[src/rtl/sifive_insight_tl_arb_pkg.sv]
// Shared types for the TileLink A-channel prot arbiter.
// amba_prot_t, TL opcodes, arbiter FSM states.
package sifive_insight_tl_arb_pkg;

  typedef struct packed {
    logic bufferable;
    logic modifiable;
    logic readalloc;
    logic writealloc;
    logic privileged;
    logic secure;
    logic fetch;
  } amba_prot_t;

  localparam logic [2:0] PUT_FULL    = 3'd0;
  localparam logic [2:0] PUT_PARTIAL = 3'd1;
  localparam logic [2:0] GET         = 3'd4;

  typedef enum logic {
    IDLE  = 1'b0,
    BURST = 1'b1
  } arb_state_e;

  function automatic logic is_put(input logic [2:0] op);
    return (op == PUT_FULL) || (op == PUT_PARTIAL);
  endfunction

endpackage

[src/rtl/sifive_insight_rr_pick.sv]
// Rotate-priority picker: first set req bit scanning ptr, ptr+1, ...
// Ports: req, ptr in; grant (one-hot), idx, found out.
module sifive_insight_rr_pick #(
  parameter int N  = 3,
  parameter int IW = $clog2(N)
) (
  input  logic [N-1:0]  req,
  input  logic [IW-1:0] ptr,
  output logic [N-1:0]  grant,
  output logic [IW-1:0] idx,
  output logic          found
);

  logic [IW-1:0] c;

  always_comb begin
    grant = '0;
    idx   = '0;
    found = 1'b0;
    c     = '0;
    for (int i = 0; i < N; i++) begin
      c = IW'((int'(ptr) + i) % N);
      if (!found && req[c]) begin
        found    = 1'b1;
        idx      = c;
        grant[c] = 1'b1;
      end
    end
  end

endmodule

[src/rtl/sifive_insight_tl_a_prot_arbiter.sv]
// Round-robin TL-A arbiter with amba_prot tagging and Put burst lock.
// Ports: clock, reset_n; in_* per requester (valid/ready, A fields,
// in_prot); out_* muxed winner (valid/ready, A fields, out_prot); busy.
// SIFIVE_INSIGHT_PROT_CHECK_EN adds prot_err and prot_err_cnt.
module sifive_insight_tl_a_prot_arbiter
  import sifive_insight_tl_arb_pkg::*;
#(
  parameter int NREQ   = 3,
  parameter int ADDR_W = 32,
  parameter int DATA_W = 64,
  parameter int SRC_W  = 4,
  parameter int SIZE_W = 4,
  parameter logic [NREQ-1:0] FETCH_MASK = 'b1
) (
  input  logic                        clock,
  input  logic                        reset_n,
  input  logic [NREQ-1:0]             in_valid,
  output logic [NREQ-1:0]             in_ready,
  input  logic [NREQ*3-1:0]           in_opcode,
  input  logic [NREQ*3-1:0]           in_param,
  input  logic [NREQ*SIZE_W-1:0]      in_size,
  input  logic [NREQ*SRC_W-1:0]       in_source,
  input  logic [NREQ*ADDR_W-1:0]      in_address,
  input  logic [NREQ*(DATA_W/8)-1:0]  in_mask,
  input  logic [NREQ*DATA_W-1:0]      in_data,
  input  logic [NREQ*7-1:0]           in_prot,
  output logic                        out_valid,
  input  logic                        out_ready,
  output logic [2:0]                  out_opcode,
  output logic [2:0]                  out_param,
  output logic [SIZE_W-1:0]           out_size,
  output logic [SRC_W-1:0]            out_source,
  output logic [ADDR_W-1:0]           out_address,
  output logic [DATA_W/8-1:0]         out_mask,
  output logic [DATA_W-1:0]           out_data,
  output logic [6:0]                  out_prot,
`ifdef SIFIVE_INSIGHT_PROT_CHECK_EN
  output logic                        prot_err,
  output logic [7:0]                  prot_err_cnt,
`endif
  output logic                        busy
);

  localparam int BB     = DATA_W / 8;
  localparam int IW     = $clog2(NREQ);
  localparam int LOG_BB = $clog2(BB);
  localparam int MAX_LG = (1 << SIZE_W) - 1;
  localparam int CNT_W  = (MAX_LG > LOG_BB) ? MAX_LG - LOG_BB + 1 : 1;

  arb_state_e      state, state_nx;
  logic [IW-1:0]   rr_ptr, lock_id, hold_id, sel, pick_idx;
  logic            hold_v, pick_found, fire, first;
  logic [NREQ-1:0] pick_gnt, sel_oh;
  logic [CNT_W-1:0] beat_cnt, beats;
  amba_prot_t      prot_q, prot_sel;

  function automatic logic [IW-1:0] nxt(input logic [IW-1:0] i);
    return (int'(i) == NREQ - 1) ? '0 : i + IW'(1);
  endfunction

  sifive_insight_rr_pick #(.N(NREQ), .IW(IW)) u_pick (
    .req   (in_valid),
    .ptr   (rr_ptr),
    .grant (pick_gnt),
    .idx   (pick_idx),
    .found (pick_found)
  );

  always_ff @(posedge clock or negedge reset_n) begin
    if (!reset_n) state <= IDLE;
    else          state <= state_nx;
  end

  always_comb begin
    state_nx = state;
    unique case (state)
      IDLE:    if (first && beats != CNT_W'(1)) state_nx = BURST;
      BURST:   if (fire && beat_cnt == CNT_W'(1)) state_nx = IDLE;
      default: state_nx = IDLE;
    endcase
  end

  // A stalled winner in IDLE stays selected until taken (hold_v).
  always_comb begin
    busy      = (state == BURST);
    sel       = pick_idx;
    out_valid = pick_found;
    sel_oh    = pick_gnt;
    if (busy) begin
      sel       = lock_id;
      out_valid = in_valid[lock_id];
      sel_oh    = NREQ'(1) << lock_id;
    end else if (hold_v) begin
      sel       = hold_id;
      out_valid = in_valid[hold_id];
      sel_oh    = NREQ'(1) << hold_id;
    end
    in_ready = (out_valid && out_ready) ? sel_oh : '0;
  end

  assign fire  = out_valid && out_ready;
  assign first = fire && (state == IDLE);

  always_comb begin
    out_opcode  = '0;
    out_param   = '0;
    out_size    = '0;
    out_source  = '0;
    out_address = '0;
    out_mask    = '0;
    out_data    = '0;
    out_prot    = '0;
    prot_sel    = amba_prot_t'(in_prot[int'(sel)*7 +: 7]);
    prot_sel.fetch = prot_sel.fetch | FETCH_MASK[sel];
    if (out_valid) begin
      out_opcode  = in_opcode[int'(sel)*3 +: 3];
      out_param   = in_param[int'(sel)*3 +: 3];
      out_size    = in_size[int'(sel)*SIZE_W +: SIZE_W];
      out_source  = in_source[int'(sel)*SRC_W +: SRC_W];
      out_address = in_address[int'(sel)*ADDR_W +: ADDR_W];
      out_mask    = in_mask[int'(sel)*BB +: BB];
      out_data    = in_data[int'(sel)*DATA_W +: DATA_W];
      out_prot    = busy ? prot_q : prot_sel;
    end
  end

  always_comb begin
    beats = CNT_W'(1);
    if (is_put(out_opcode) && int'(out_size) > LOG_BB)
      beats = CNT_W'(1) << (int'(out_size) - LOG_BB);
  end

  always_ff @(posedge clock or negedge reset_n) begin
    if (!reset_n) begin
      rr_ptr   <= '0;
      lock_id  <= '0;
      beat_cnt <= '0;
      prot_q   <= '0;
      hold_v   <= 1'b0;
      hold_id  <= '0;
    end else begin
      if (fire) begin
        hold_v <= 1'b0;
      end else if (out_valid && !busy) begin
        hold_v  <= 1'b1;
        hold_id <= sel;
      end
      if (first) begin
        if (beats != CNT_W'(1)) begin
          lock_id  <= sel;
          beat_cnt <= beats - CNT_W'(1);
          prot_q   <= prot_sel;
        end else begin
          rr_ptr <= nxt(sel);
        end
      end else if (fire && busy) begin
        beat_cnt <= beat_cnt - CNT_W'(1);
        if (beat_cnt == CNT_W'(1)) rr_ptr <= nxt(lock_id);
      end
    end
  end

`ifdef SIFIVE_INSIGHT_PROT_CHECK_EN
  logic err_ev;

  assign err_ev = first && (out_opcode != GET) &&
                  (FETCH_MASK[sel] || in_prot[int'(sel)*7]);

  always_ff @(posedge clock or negedge reset_n) begin
    if (!reset_n) begin
      prot_err     <= 1'b0;
      prot_err_cnt <= '0;
    end else if (err_ev) begin
      prot_err <= 1'b1;
      if (prot_err_cnt != 8'hff) prot_err_cnt <= prot_err_cnt + 8'd1;
    end
  end
`endif

endmodule

[config.mk]
export PLATFORM = sky130hd
export DESIGN_NAME = sifive_insight_tl_a_prot_arbiter
export DESIGN_NICKNAME = d
export VERILOG_FILES = /design/src/rtl/sifive_insight_tl_arb_pkg.sv /design/src/rtl/sifive_insight_rr_pick.sv /design/src/rtl/sifive_insight_tl_a_prot_arbiter.sv
export SDC_FILE = /design/constraint.sdc
export NUM_CORES = 1
export LEC_CHECK = 0
export ABC_AREA = 1
export BUFFER_PORTS_ARGS = -buffer_cell sky130_fd_sc_hd__buf_2
export CAP_MARGIN = 20
export CORE_AREA = 3 3 200 202
export DETAILED_ROUTE_END_ITERATION = 8
export DIE_AREA = 0 0 203 205
export PLACE_DENSITY = 0.48
export REMOVE_ABC_BUFFERS = 1
export SETUP_SLACK_MARGIN = 0.3
export SLEW_MARGIN = 20
export SYNTH_ARGS = -nofsm -noshare
export SYNTH_HDL_FRONTEND = slang
export SYNTH_SLANG_ARGS = --single-unit
[constraint.sdc]
create_clock -name clock -period 5.9 [get_ports clock]
set_clock_uncertainty 0.05 [all_clocks]
set_input_delay 1.475 -clock clock [delete_from_list [all_inputs] [get_ports clock]]
set_output_delay 1.475 -clock clock [all_outputs]
set_load 0.02 [all_outputs]
---- Word level (Yosys, flattened, before mapping) ----
Cells that the tools add are included.
storage, ports and cells
  register bits after elaboration ......... 28
  input port bits ......................... 381
  output and inout port bits .............. 130
operators by class
  add/sub/neg operators ................... 7
  multipliers ............................. 2
  div/mod/pow operators ................... 3
  $lt $le $gt $ge ......................... 10
  equal/unequal tests ..................... 7
  shifts and indexed selects .............. 11
  mux-type cells .......................... 58
  bitwise logic cells ..................... 5
  reduce and logical (&&, ||, !) cells .... 24
operators with widths
  operator                 count
  $shiftx A192 B9 Y64      1
  $shiftx A96 B8 Y32       1
  $mod A32 B3 Y32 const B  2
  $mux W64                 1
  $mux W13                 4
  $mod A3 B3 Y32 const B   1
  $mux W32                 1
  $shiftx A9 B32 Y3        1
  $shl A1 B32 Y13 const A  1
  $sub A13 B1 Y13 const B  2
  $mux W3                  8
  $shiftx A12 B5 Y4        2
  $shiftx A24 B6 Y8        1
  $mux W2                  11
  $shiftx A21 B6 Y7        1
  $lt A2 B3 Y1 const B     6
  $mux W1                  18
  $mux W7                  2
  $eq A13 B1 Y1 const B    1
  $ne A13 B1 Y1 const B    1
  $bmux W1 S2              6
  $logic_and A1 B1 Y1      12
  $shiftx A9 B5 Y3         1
  $mux W4                  2
  25 further kinds         40

---- Logic depth before layout (Yosys ltp) ----
Gate-level depths: netlist of the first run.
  depth after elaboration ................. 23
  depth in mapped cells ................... 34
  depth with buffers taken out ............ 34

---- By module ----
Synthesis of the first run repeated with hierarchy kept, for this count alone.
unflattened totals
  cells, all modules ...................... 981
  area total of the unflattened synthesis .. 5,109.9 µm²
modules (own cells, without submodules)
  module                            times used  cells an instance  area an instance (µm²)
  sifive_insight_tl_a_prot_arbiter  1           920                4,789.6
  sifive_insight_rr_pick            1           61                 320.3

---- Worst setup path after synthesis of the first run ----
No wires, ideal clock.
  path type ............................... in2out
  start ................................... input in_valid[1]
  end ..................................... output out_address[17]
  data arrival time ....................... 3.691 ns
  setup slack ............................. 0.684 ns
  stages on the path ...................... 16
  path through ............................ inv_1 -> nand2_1 -> a21boi_1 -> nor2_4 -> nand2_2 -> nand2_1 -> nand2_1 -> nand2_1 -> nand2_1 -> nand2_1 -> nor2_2 -> clkbuf_1 -> clkbuf_1 -> buf_1 -> nand2_1 -> a21oi_1
on the way
  longest elaborated chain between the ends .. 13
  elaborated cells on any way between the ends .. 26
RTL lines
  what                           RTL line                                 source
  from (decl)                    sifive_insight_tl_a_prot_arbiter.sv:17   input logic [NREQ-1:0] in_valid,
  $bmux W1 S2                    sifive_insight_rr_pick.sv:23             if (!found && req[c]) begin
  $mux W1 (implied by the code)  sifive_insight_rr_pick.sv:23
  $mux W1                        sifive_insight_rr_pick.sv:23
  $logic_not A1 Y1               sifive_insight_rr_pick.sv:23
  $logic_and A1 B1 Y1            sifive_insight_rr_pick.sv:23
  $mux W1                        sifive_insight_rr_pick.sv:23
  $logic_not A1 Y1               sifive_insight_rr_pick.sv:23
  $logic_and A1 B1 Y1            sifive_insight_rr_pick.sv:23
  $mux W2                        sifive_insight_rr_pick.sv:23
  $mux W2                        sifive_insight_tl_a_prot_arbiter.sv:93   end else if (hold_v) begin
  $mux W2                        sifive_insight_tl_a_prot_arbiter.sv:89   if (busy) begin
  $shiftx A96 B8 Y32             sifive_insight_tl_a_prot_arbiter.sv:120  out_address = in_address[int'(sel)*ADDR_W +: ADDR_W];
  $mux W32 (*)                   sifive_insight_tl_a_prot_arbiter.sv:115  if (out_valid) begin
  to (decl)                      sifive_insight_tl_a_prot_arbiter.sv:33   output logic [ADDR_W-1:0] out_address,
Mark *: on every way between the ends. The rest lies on a longest branch, timed or not. The select of a mux whose other input is x is not followed.

---- Worst setup path in the final report of the first run ----
  start ................................... input in_valid[1]
  end ..................................... output out_address[20]
The elaborated chain is that of the path after synthesis.

==> results of run 1 <==
## timing repair
item	CTS	global route
buffers inserted	0	5
endpoints found under the setup margin	8	63
pin swaps	0	1
cloned	0	2
gates resized for setup	8	20
## cells in the mapped netlist, drive strengths merged
cell type	count	area share
a21boi	1	0.0013
a21oi	129	0.11
a31oi	3	0.0032
buf	11	0.012
clkbuf	62	0.040
clkinv	2	0.0013
dfrtp	28	0.12
ha	9	0.019
inv	77	0.050
nand2	282	0.20
nand3	55	0.056
nand3b	2	0.0026
nand4	3	0.0032
nor2	40	0.030
nor3	6	0.0052
nor4	1	0.0011
nor4b	1	0.0015
o2111ai	1	0.0015
o211ai	113	0.15
o21ai	57	0.051
o221ai	1	0.0015
o22ai	1	0.0011
o31ai	2	0.0026
or2	113	0.12
xnor2	4	0.0061
xor2	5	0.0089
## registers in the layout (all words and copies together), names as in the netlist
name	flops
beat_cnt	13
busy	1
hold_id	2
hold_v	1
lock_id	2
prot_q	7
rr_ptr	2
## area by class of cell
class	count	area (um^2)
Inverter	79	314.1
Fill cell	4513	29170
Timing Repair Buffer	548	2983
Antenna cell	6	15.01
Sequential cell	28	700.7
Multi-Input combinational cell	829	4552
Tap cell	518	648.1
Clock buffer	4	88.84
## critical path: cells and delay by family
| family | cells | cell delay [ns] |
|---|---|---|
| AND/OR/NAND/NOR | 8 | 1.04 |
| AO/OA/AOI/OAI | 3 | 0.61 |
| buffers and inverters | 4 | 0.74 |
## worst max path at each step
stage	startpoint	endpoint	slack [ns]	cells past startpoint
after floorplan	busy	out_prot[1]	-1.77	7
after global placement	in_valid[1]	out_mask[5]	-0.13	14
after detailed placement	in_valid[1]	out_mask[5]	-0.06	14
after CTS	in_valid[1]	out_mask[3]	0.30	14
after global routing	in_valid[0]	out_data[6]	0.28	16
final	in_valid[1]	out_address[20]	0.48	15
## layer usage
layer | share of wire | wire, um | vias to the layer above | global-route usage
li1 | - | - | 4371 | -
met1 | 0.42 | 19670 | 4283 | 0.2602
met2 | 0.43 | 20040 | 478 | 0.3203
met3 | 0.12 | 5395 | 59 | 0.09010
met4 | 0.034 | 1582 | 8 | 0.07300
met5 | 0.0012 | 54 | - | 0
## kinds of logic after synthesis
family	share of synthesized area
adders and majority gates	0.01949
buffers and inverters	0.1037
xor gates and xnor gates	0.01494
DFF	0.1212
and+or+nand+nor	0.4196
AOI/OAI and AO/OA	0.3211
## through the flow
stage | util | setup WS, ns
3_3_place_gp | 0.2345 | -0.1304
5_1_grt | 0.2417 | 0.2819
2_1_floorplan | - | -1.773
4_1_cts | 0.2376 | 0.3040
3_5_place_dp | 0.2345 | -0.05751
6_report | 0.2418 | 0.4835
==> insert_results.sql, run 1 <==
INSERT INTO impl_metrics (metric_group, metric, value, unit) VALUES
('sta', 'worst_slew_pin_slew', '0.6581', 'ns'),
('placement', 'post_dp_cell_area', '9020', 'um^2'),
('placement', 'post-place-cells', '1995', ''),
('logic_synthesis', 'synthesis.area', '5779', 'um^2'),
('floorplanning', 'top_level_ports', '511', ''),
('min_path', 'hp-start', 'beat_cnt[8]', ''),
('logic_synthesis', 'synthesis.instances', '1009', ''),
('route', 'post_drt_wl_per_cell', '23.23', 'um'),
('route', 'route.vias.total', '9199', ''),
('global_routing', 'grt_overflow_total', '0', ''),
('clocking', 'cts_sinks', '28', ''),
('clocking', 'cts_hold_buf', '0', ''),
('route', 'firstDrtPassIters', '4', ''),
('clocking', 'cts_htree_levels', '1', ''),
('global_routing', 'antenna_found_initial', '13', ''),
('layout', 'layout_common_cells', '507 x buf_2, 267 x nand2_1, 120 x a21oi_1', ''),
('global_routing', 'grt_pass1_wl', '63.04', 'mm'),
('global_routing', 'grt_start_max_net_pins', '92', ''),
('setup_path', 'worst_path_cell_chain', 'buf_2, inv_1, o21ai_0, nand2_1, nand2_2, nor2_4, nand2_1, nand3_2, nand3_4, nand2_4, buf_4, or2_2, o211ai_1, a21oi_1, buf_12', ''),
('setup_path', 'crit_required', '4.38', 'ns'),
('run_status', 'outcome', 'completed', ''),
('placement', 'port-buffer-count', '510', ''),
('clocking', 'max-clock-path-buffers', '2', ''),
('sta', 'rsz_0062_raised_after_global_routing', 'true', ''),
('floorplanning', 'floorplan.initialDensity', '0.1502', ''),
('setup_path', 'critPathLaunchType', 'input port', ''),
('min_path', 'path_class_of_the_lowest_slack_min_delay_path', 'reg2reg', ''),
('setup_path', 'critical_path_peak_fanout', '20', ''),
('clocking', 'cts.clk_slew.worst_paths', '0.07', 'ns'),
('job', 'drv_cap', '0', ''),
('clocking', 'clock-root-buffer', 'clkbuf_16', ''),
('sta', 'max_freq', '0.1846', 'GHz'),
('route', 'detail-route-antenna-nets', '0', ''),
('floorplanning', 'row_count', '72', ''),
('setup_path', 'timing.critical_path.arrival', '3.89', 'ns'),
('clocking', 'clock_tree_from_tritoncts', 'built', ''),
('setup_path', 'rr_endpoint', 'beat_cnt[10]', ''),
('layout', 'final_common_cell', 'buf_2', ''),
('setup_path', 'critPathMaxStageDelay', '0.45', 'ns'),
('route', 'drc', '0', ''),
('min_path', 'hold_depth', '2', ''),
('setup_path', 'cpMaxStageDelayCell', 'a21oi_1', ''),
('placement', 'gp_congestion', '0.9723', ''),
('sta', 'timing.max_slew.rel_slack', '0.5612', ''),
('clocking', 'tritoncts.num_buffers', '3', ''),
('route', 'postRouteWirelength', '46.74', 'mm'),
('logic_synthesis', 'synth_cell_type_count', '40', ''),
('logic_synthesis', 'synth-seq-cells', '28', ''),
('sta', 'tns', '0', 'ns'),
('global_routing', 'grt.total_usage', '0.2084', ''),
('layout', 'nNetsFinal', '1879', ''),
('floorplanning', 'core_area', '38470', 'um^2'),
('setup_path', 'r2r_cells', '30', ''),
('sta', 'final-setup-viol-count', '0', ''),
('floorplanning', 'die-area', '41620', 'um^2'),
('floorplanning', 'die_width', '203', 'um'),
('min_path', 'hold-path-endpoint', 'beat_cnt[8]', ''),
('sta', 'hold_viol', '0', ''),
('sta', 'hold_slack', '0.4516', 'ns'),
('setup_path', 'critical_path.reg2reg.startpoint', 'rr_ptr[0]', ''),
('setup_path', 'criticalPathCategory', 'in2out', ''),
('logic_synthesis', 'yosys_warnings', '0', ''),
('floorplanning', 'chipHeight', '205', 'um'),
('placement', 'post-dp-hpwl', '39.66', 'mm'),
('route', 'vias_per_cell', '4.572', ''),
('layout', 'areaGrowthSynthToFinish', '60.94', '%'),
('sta', 'maxSlewViolCount', '0', ''),
('layout', 'stdcell_area', '9301', 'um^2'),
('layout', 'layout-drive-gt1-share', '0.4825', ''),
('layout', 'layout.cells.non_filler', '2012', ''),
('logic_synthesis', 'synth_seq_area_share', '0.1212', ''),
('sta', 'final_min_period_over_clock_period', '0.9180', ''),
('logic_synthesis', 'synth.avg_cell_area', '5.728', 'um^2'),
('sta', 'timing.final.crit_period', '5.416', 'ns'),
('setup_path', 'cp-end-kind', 'primary output', ''),
('route', 'number_of_drc_markers_in_iteration_0', '505', ''),
('clocking', 'clock_latency', '0.27', 'ns'),
('global_routing', 'first_global_vias', '9095', ''),
('setup_path', 'register_to_register_path_setup_slack', '1.29', 'ns'),
('setup_path', 'worst_path_most_repeated_cell', 'nand2_1', '');
Power of run 1 is left out: the tool's default activity adds up to more than one toggle a clock period on the data nets, which glitch-free logic cannot reach.
==> run 2: changes to the inputs <==
Settings changed: MAX_ROUTING_LAYER set to met4, PLACE_DENSITY 0.48 to unset.
==> run 2 against run 1 <==
Hold slack lost 0.0025 ns; fmax shrank 0.36%; critical path depth shrank 1; worst setup slack lost 0.019 ns; highest routed layer is now met4.
==> insert_results.sql, run 2 (synthesis results as in run 1) <==
INSERT INTO impl_metrics (metric_group, metric, value, unit) VALUES
('run_status', 'outcome', 'completed', ''),
('layout', 'layout-drive-gt1-share', '0.4764', ''),
('layout', 'layout_common_cells', '507 x buf_2, 267 x nand2_1, 128 x a21oi_1', ''),
('setup_path', 'critPathLaunchType', 'input port', ''),
('clocking', 'max-clock-path-buffers', '2', ''),
('setup_path', 'critPathMaxStageDelay', '0.43', 'ns'),
('sta', 'rsz_0062_raised_after_global_routing', 'false', ''),
('power', 'power.density_cell_area', '911.0', 'nW/um^2'),
('global_routing', 'grt_use_met1', '0.2734', ''),
('global_routing', 'grt.total_usage', '0.2110', ''),
('global_routing', 'grt_pass1_wl', '62.02', 'mm'),
('sta', 'timing.max_slew.rel_slack', '0.5147', ''),
('global_routing', 'grt_start_max_net_pins', '72', ''),
('sta', 'hold_viol', '0', ''),
('floorplanning', 'die_width', '203', 'um'),
('sta', 'timing.final.crit_period', '5.436', 'ns'),
('clocking', 'clock-root-buffer', 'clkbuf_16', ''),
('global_routing', 'grt.busiest_layer', 'met2', ''),
('clocking', 'clock_latency', '0.28', 'ns'),
('clocking', 'tritoncts.num_buffers', '3', ''),
('sta', 'final_min_period_over_clock_period', '0.9213', ''),
('layout', 'biggestRegsByFlops', 'beat_cnt: 13 flops, prot_q: 7 flops', ''),
('route', 'drc', '0', ''),
('placement', 'port-buffer-count', '510', ''),
('layout', 'max_flop_register', 'beat_cnt', ''),
('route', 'detail-route-antenna-nets', '0', ''),
('route', 'number_of_drc_markers_in_iteration_0', '531', ''),
('floorplanning', 'die-area', '41620', 'um^2'),
('clocking', 'cts_htree_levels', '1', ''),
('setup_path', 'criticalPathCategory', 'in2out', ''),
('sta', 'max_freq', '0.1840', 'GHz'),
('clocking', 'cts.clk_slew.worst_paths', '0.08', 'ns'),
('route', 'firstDrtPassIters', '5', ''),
('sta', 'maxSlewViolCount', '0', ''),
('clocking', 'cts_sinks', '28', ''),
('global_routing', 'gr-usage-met3', '0.07040', ''),
('setup_path', 'worst_path_cell_chain', 'buf_2, inv_1, nand2_1, a21boi_1, nor2_4, nand2_1, nand3_2, nand3_4, nand2_8, inv_6, buf_12, o211ai_1, a21oi_1, buf_2', ''),
('route', 'route.vias.total', '9192', ''),
('setup_path', 'cp-end-kind', 'primary output', ''),
('setup_path', 'critPathTopFamily', 'buffers and inverters', ''),
('layout', 'final_common_cell', 'buf_2', ''),
('power', 'peakVddDrop', '0.4670', 'mV'),
('placement', 'post-place-cells', '1997', ''),
('clocking', 'clock_tree_from_tritoncts', 'built', ''),
('layout', 'layout.cells.non_filler', '2007', ''),
('setup_path', 'worst-path-buf-inv', '5', ''),
('power', 'total_power', '8.459', 'mW'),
('global_routing', 'antenna_found_initial', '9', ''),
('floorplanning', 'row_count', '72', ''),
('floorplanning', 'core_area', '38470', 'um^2'),
('setup_path', 'critical_path_peak_fanout', '49', ''),
('global_routing', 'grt_util_met2', '0.3105', ''),
('min_path', 'path_class_of_the_lowest_slack_min_delay_path', 'reg2reg', ''),
('setup_path', 'timing.critical_path.arrival', '3.91', 'ns'),
('route', 'postRouteWirelength', '45.83', 'mm'),
('floorplanning', 'floorplan.initialDensity', '0.1502', ''),
('placement', 'dp_slack', '0.2802', 'ns'),
('power', 'total_leakage_power', '4.716', 'nW'),
('global_routing', 'first_global_vias', '8922', ''),
('route', 'vias_per_cell', '4.580', ''),
('layout', 'final_core_util', '0.2414', ''),
('sta', 'hold_slack', '0.4491', 'ns'),
('sta', 'worst_slew_pin_slew', '0.7213', 'ns'),
('sta', 'setup_ws', '0.4641', 'ns'),
('layout', 'largest_register_ff_count', '13', ''),
('placement', 'gp_congestion', '1.075', ''),
('route', 'post_drt_wl_per_cell', '22.84', 'um'),
('clocking', 'cts_hold_buf', '0', ''),
('layout', 'nNetsFinal', '1877', ''),
('placement', 'post-dp-hpwl', '38.90', 'mm'),
('global_routing', 'grt_overflow_total', '0', ''),
('setup_path', 'crit_required', '4.38', 'ns'),
('setup_path', 'cpMaxStageDelayCell', 'a21oi_1', ''),
('floorplanning', 'chipHeight', '205', 'um'),
('floorplanning', 'top_level_ports', '511', ''),
('layout', 'areaGrowthSynthToFinish', '60.66', '%'),
('sta', 'final-setup-viol-count', '0', ''),
('job', 'drv_cap', '0', '');
[run 2: report_power, final]
| group | internal, mW | total, mW | switching, mW |
|---|---|---|---|
| combinational | 2.44 | 7.89 | 5.45 |
| sequential | 0.279 | 0.349 | 0.0692 |
| clock | 0.136 | 0.216 | 0.0801 |
[run 2: tightest hold or removal path: stages, from the launching register on]
cell,delay [ns]
dfrtp_1,0.36
nand2_1,0.06
nand2_1,0.05
[run 2: worst paths after layout]
| kind | startpoint | end | slack [ns] | cells past startpoint |
|---|---|---|---|---|
| min | beat_cnt[8] | beat_cnt[8] | 0.45 | 2 |
| min in group asynchronous | reset_n | beat_cnt[10] | 1.19 | 1 |
| min reg2reg | beat_cnt[8] | beat_cnt[8] | 0.45 | 2 |
| max | in_valid[1] | out_data[39] | 0.46 | 14 |
| max reg2reg | rr_ptr[0] | beat_cnt[8] | 1.26 | 32 |
| max in group asynchronous | reset_n | prot_q[1] | 4.13 | 1 |
[run 2: area by class of cell]
type / instances / area [um^2]
fill: 4491 / 29180
multi-input combinational: 829 / 4507
timing repair buffer: 546 / 3010
sequential: 28 / 700.7
tap: 518 / 648.1
inverter: 79 / 306.5
clock buffer: 3 / 75.07
clock inverter: 1 / 30.03
antenna: 3 / 7.507
[run 2: metal layers]
metal | vias to the layer above | routed length, um
met5 | - | 0
met4 | 0 | 1561
met3 | 43 | 4798
met2 | 462 | 19410
met1 | 4332 | 20060
li1 | 4355 | -
[run 2: repair_timing]
action	CTS	global route
pin swaps	1	1
setup buffers	0	1
setup endpoints to repair	1	31
resized for setup	1	6
gates cloned	0	2
[run 2: metrics by stage]
step	TNS [ns]	area, um^2
2_1_floorplan	-244.86	5479
3_3_place_gp	0	9087
3_5_place_dp	0	9087
4_1_cts	0	9196
5_1_grt	0	9285
6_report	0	9285
(Power assumes the default switching activity.)
==> run 3: changes to the inputs <==
Settings changed: ABC_AREA 1 to unset, CORE_AREA 3 3 200 202 to 3 3 199 201, DIE_AREA 0 0 203 205 to 0 0 202 204.
==> run 3 against run 2 <==
Final area increased by 0.49%; fmax fell by 1.6%; area after synthesis shrank 0.45%; clock-buffer cell count unchanged; register-to-register slack lost 0.42 ns; critical path depth fell by 4; largest power group unchanged.
==> insert_results.sql, run 3 <==
INSERT INTO impl_metrics (metric_group, metric, value, unit) VALUES
('run_status', 'outcome', 'completed', ''),
('job', 'drv_cap', '0', ''),
('setup_path', 'criticalPathCategory', 'in2out', ''),
('logic_synthesis', 'synth_edf_count', '0', ''),
('placement', 'post-dp-hpwl', '33.13', 'mm'),
('route', 'vias_per_cell', '4.705', ''),
('global_routing', 'grt_start_max_net_pins', '82', ''),
('setup_path', 'timing.critical_path.arrival', '4.00', 'ns'),
('placement', 'port-buffer-count', '510', ''),
('setup_path', 'crit_required', '4.38', 'ns'),
('sta', 'timing.max_slew.rel_slack', '0.3435', ''),
('logic_synthesis', 'synth-seq-cells', '28', ''),
('layout', 'layout-drive-gt1-share', '0.4021', ''),
('logic_synthesis', 'post-synth-top-count-cell', 'nand2_1', ''),
('placement', 'gp_congestion', '0.9776', ''),
('global_routing', 'grt.total_usage', '0.1830', ''),
('logic_synthesis', 'async_flop_share', '1.000', ''),
('global_routing', 'grt_pass1_wl', '56.79', 'mm'),
('layout', 'largest_register_ff_count', '13', ''),
('route', 'postRouteWirelength', '39.55', 'mm'),
('floorplanning', 'floorplan.initialDensity', '0.1524', ''),
('floorplanning', 'chipHeight', '204', 'um'),
('logic_synthesis', 'yosys_warnings', '0', ''),
('layout', 'biggestRegsByFlops', 'beat_cnt: 13 flops, prot_q: 7 flops', ''),
('sta', 'maxSlewViolCount', '0', ''),
('logic_synthesis', 'netlist_top_cells_count', '276 x nand2_1, 264 x a21oi_1, 154 x nor2_1, 65 x clkbuf_1, 28 x dfrtp_1', ''),
('setup_path', 'cp-end-kind', 'primary output', ''),
('power', 'total_power', '8.470', 'mW'),
('floorplanning', 'top_level_ports', '511', ''),
('placement', 'post_dp_cell_area', '9089', 'um^2'),
('logic_synthesis', 'synth_seq_area_share', '0.1218', ''),
('layout', 'final_common_cell', 'buf_2', ''),
('clocking', 'clock_tree_from_tritoncts', 'built', ''),
('clocking', 'tritoncts.num_buffers', '3', ''),
('layout', 'max_flop_register', 'beat_cnt', ''),
('layout', 'layout_common_cells', '510 x buf_2, 276 x nand2_1, 261 x a21oi_1', ''),
('logic_synthesis', 'synth.top_cells.by_area', 'a21oi_1 23%, nand2_1 18%, dfrtp_1 12%', ''),
('route', 'detail-route-antenna-nets', '0', ''),
('clocking', 'cts_htree_levels', '1', ''),
('logic_synthesis', 'synth_cell_type_count', '78', ''),
('power', 'peakVddDrop', '0.4758', 'mV'),
('power', 'power.density_cell_area', '907.8', 'nW/um^2'),
('logic_synthesis', 'synth_top_cell_area_share', '0.2297', ''),
('layout', 'nNetsFinal', '1918', ''),
('power', 'total_leakage_power', '4.797', 'nW'),
('global_routing', 'first_global_vias', '9112', ''),
('route', 'firstDrtPassIters', '5', ''),
('sta', 'hold_viol', '0', ''),
('setup_path', 'critPathLaunchType', 'input port', ''),
('layout', 'stdcell_area', '9330', 'um^2'),
('logic_synthesis', 'yosys_most_used_dff', 'dfrtp_1', ''),
('global_routing', 'antenna_found_initial', '3', ''),
('route', 'drc', '0', ''),
('logic_synthesis', 'synth.avg_cell_area', '5.542', 'um^2'),
('min_path', 'path_class_of_the_lowest_slack_min_delay_path', 'reg2reg', ''),
('layout', 'final_core_util', '0.2471', ''),
('clocking', 'cts.clk_slew.worst_paths', '0.07', 'ns'),
('sta', 'tns', '0', 'ns'),
('sta', 'worst_slew_pin_slew', '0.9757', 'ns'),
('clocking', 'max-clock-path-buffers', '2', ''),
('floorplanning', 'core_area', '37760', 'um^2'),
('logic_synthesis', 'synth.largest_area_cell', 'a21oi_1', ''),
('floorplanning', 'die-area', '41210', 'um^2'),
('floorplanning', 'row_count', '71', ''),
('sta', 'timing.final.crit_period', '5.525', 'ns'),
('sta', 'final-setup-viol-count', '0', ''),
('logic_synthesis', 'synthesis.instances', '1038', ''),
('setup_path', 'critical_path_peak_fanout', '53', ''),
('clocking', 'clock_latency', '0.27', 'ns'),
('sta', 'max_freq', '0.1810', 'GHz'),
('route', 'number_of_drc_markers_in_iteration_0', '1057', ''),
('clocking', 'cts_sinks', '28', ''),
('sta', 'final_min_period_over_clock_period', '0.9365', ''),
('global_routing', 'grt_overflow_total', '0', ''),
('route', 'post_drt_wl_per_cell', '19.39', 'um'),
('clocking', 'cts_hold_buf', '0', ''),
('layout', 'areaGrowthSynthToFinish', '62.18', '%'),
('route', 'route.vias.total', '9598', ''),
('floorplanning', 'die_width', '202', 'um'),
('clocking', 'clock-root-buffer', 'clkbuf_16', ''),
('logic_synthesis', 'synthesis.area', '5753', 'um^2'),
('sta', 'rsz_0062_raised_after_global_routing', 'false', '');
==> run 3: cell count changes after synthesis, sizes merged, moves of 24 or more <==
cell / previous run / this run
nand3: 55 / 12
o21ai: 57 / 33
nor2: 40 / 155
o211ai: 113 / 7
or2: 113 / 3
inv: 77 / 17
a21oi: 129 / 265
==> run 3: cells by family after synthesis <==
| logic type | after synthesis | synth area share |
|---|---|---|
| and+or+nand+nor | 501 | 0.3584 |
| AOI/OAI and AO/OA | 378 | 0.3937 |
| buffers and inverters | 104 | 0.07438 |
| DFF | 28 | 0.1218 |
| muxes | 14 | 0.02610 |
| adders and majority gates | 9 | 0.01957 |
| xor gates and xnor gates | 4 | 0.006089 |
==> run 3: worst max-delay path: stages <==
cell and delay, ns:
buf_2 0.16, mux2i_1 0.13, buf_4 0.17, o41ai_1 0.45, a211oi_2 0.13, or2_4 0.29
buf_6 0.21, a21oi_1 0.62, nor2_1 0.08, buf_2 0.18
==> run 3: cell type report <==
cell class	instances	area, um^2
antenna	2	5.005
timing repair buffer	572	3103
clock buffer	3	75.07
multi-input combinational	906	4713
fill	4329	28420
sequential	28	700.7
clock inverter	1	30.03
tap	511	639.4
inverter	17	63.81
==> run 3: final timing paths <==
path | depth (start not counted) | slack [ns] | endpoint | start
min in group asynchronous | 1 | 1.19 | beat_cnt[5] | reset_n
max in group asynchronous | 1 | 4.18 | rr_ptr[0] | reset_n
setup / recovery | 10 | 0.37 | out_data[54] | in_valid[0]
hold / removal | 2 | 0.44 | prot_q[5] | prot_q[5]
hold reg to reg | 2 | 0.44 | prot_q[5] | prot_q[5]
setup reg to reg | 22 | 0.84 | beat_cnt[10] | rr_ptr[0]
==> run 3: stage by stage <==
step / setup slack [ns] / hold WS (ns) / std cells
final: 0.3746 / 0.4405 / 2040
after floorplan: -4.422 / 0.4056 / 951
after global placement: 0.06306 / 0.4193 / 2029
after CTS: 0.3147 / 0.4424 / 2034
after global routing: 0.2503 / 0.4592 / 2040
after detailed placement: 0.006310 / 0.4266 / 2029
==> run 3: routing by layer <==
metal	track usage	wire, um	vias to the layer above
met1	0.2185	15480	4512
li1	-	-	4565
met5	-	0	-
met2	0.3378	20620	475
met3	0.02214	2850	46
met4	0.02567	605	0
==> run 3: power breakdown <==
part           switching (mW)  internal [mW]
Combinational            5.28           2.59
Sequential              0.116          0.274
Clock                  0.0736          0.135
==> run 3: timing repair <==
| action | in CTS | in global routing |
|---|---|---|
| resized for setup | 6 | 16 |
| pin swaps | 1 | 7 |
| hold endpoints to repair | 0 | 0 |
| cloned | 0 | 0 |
| setup endpoints to repair | 85 | 95 |
| buffers inserted | 1 | 4 |
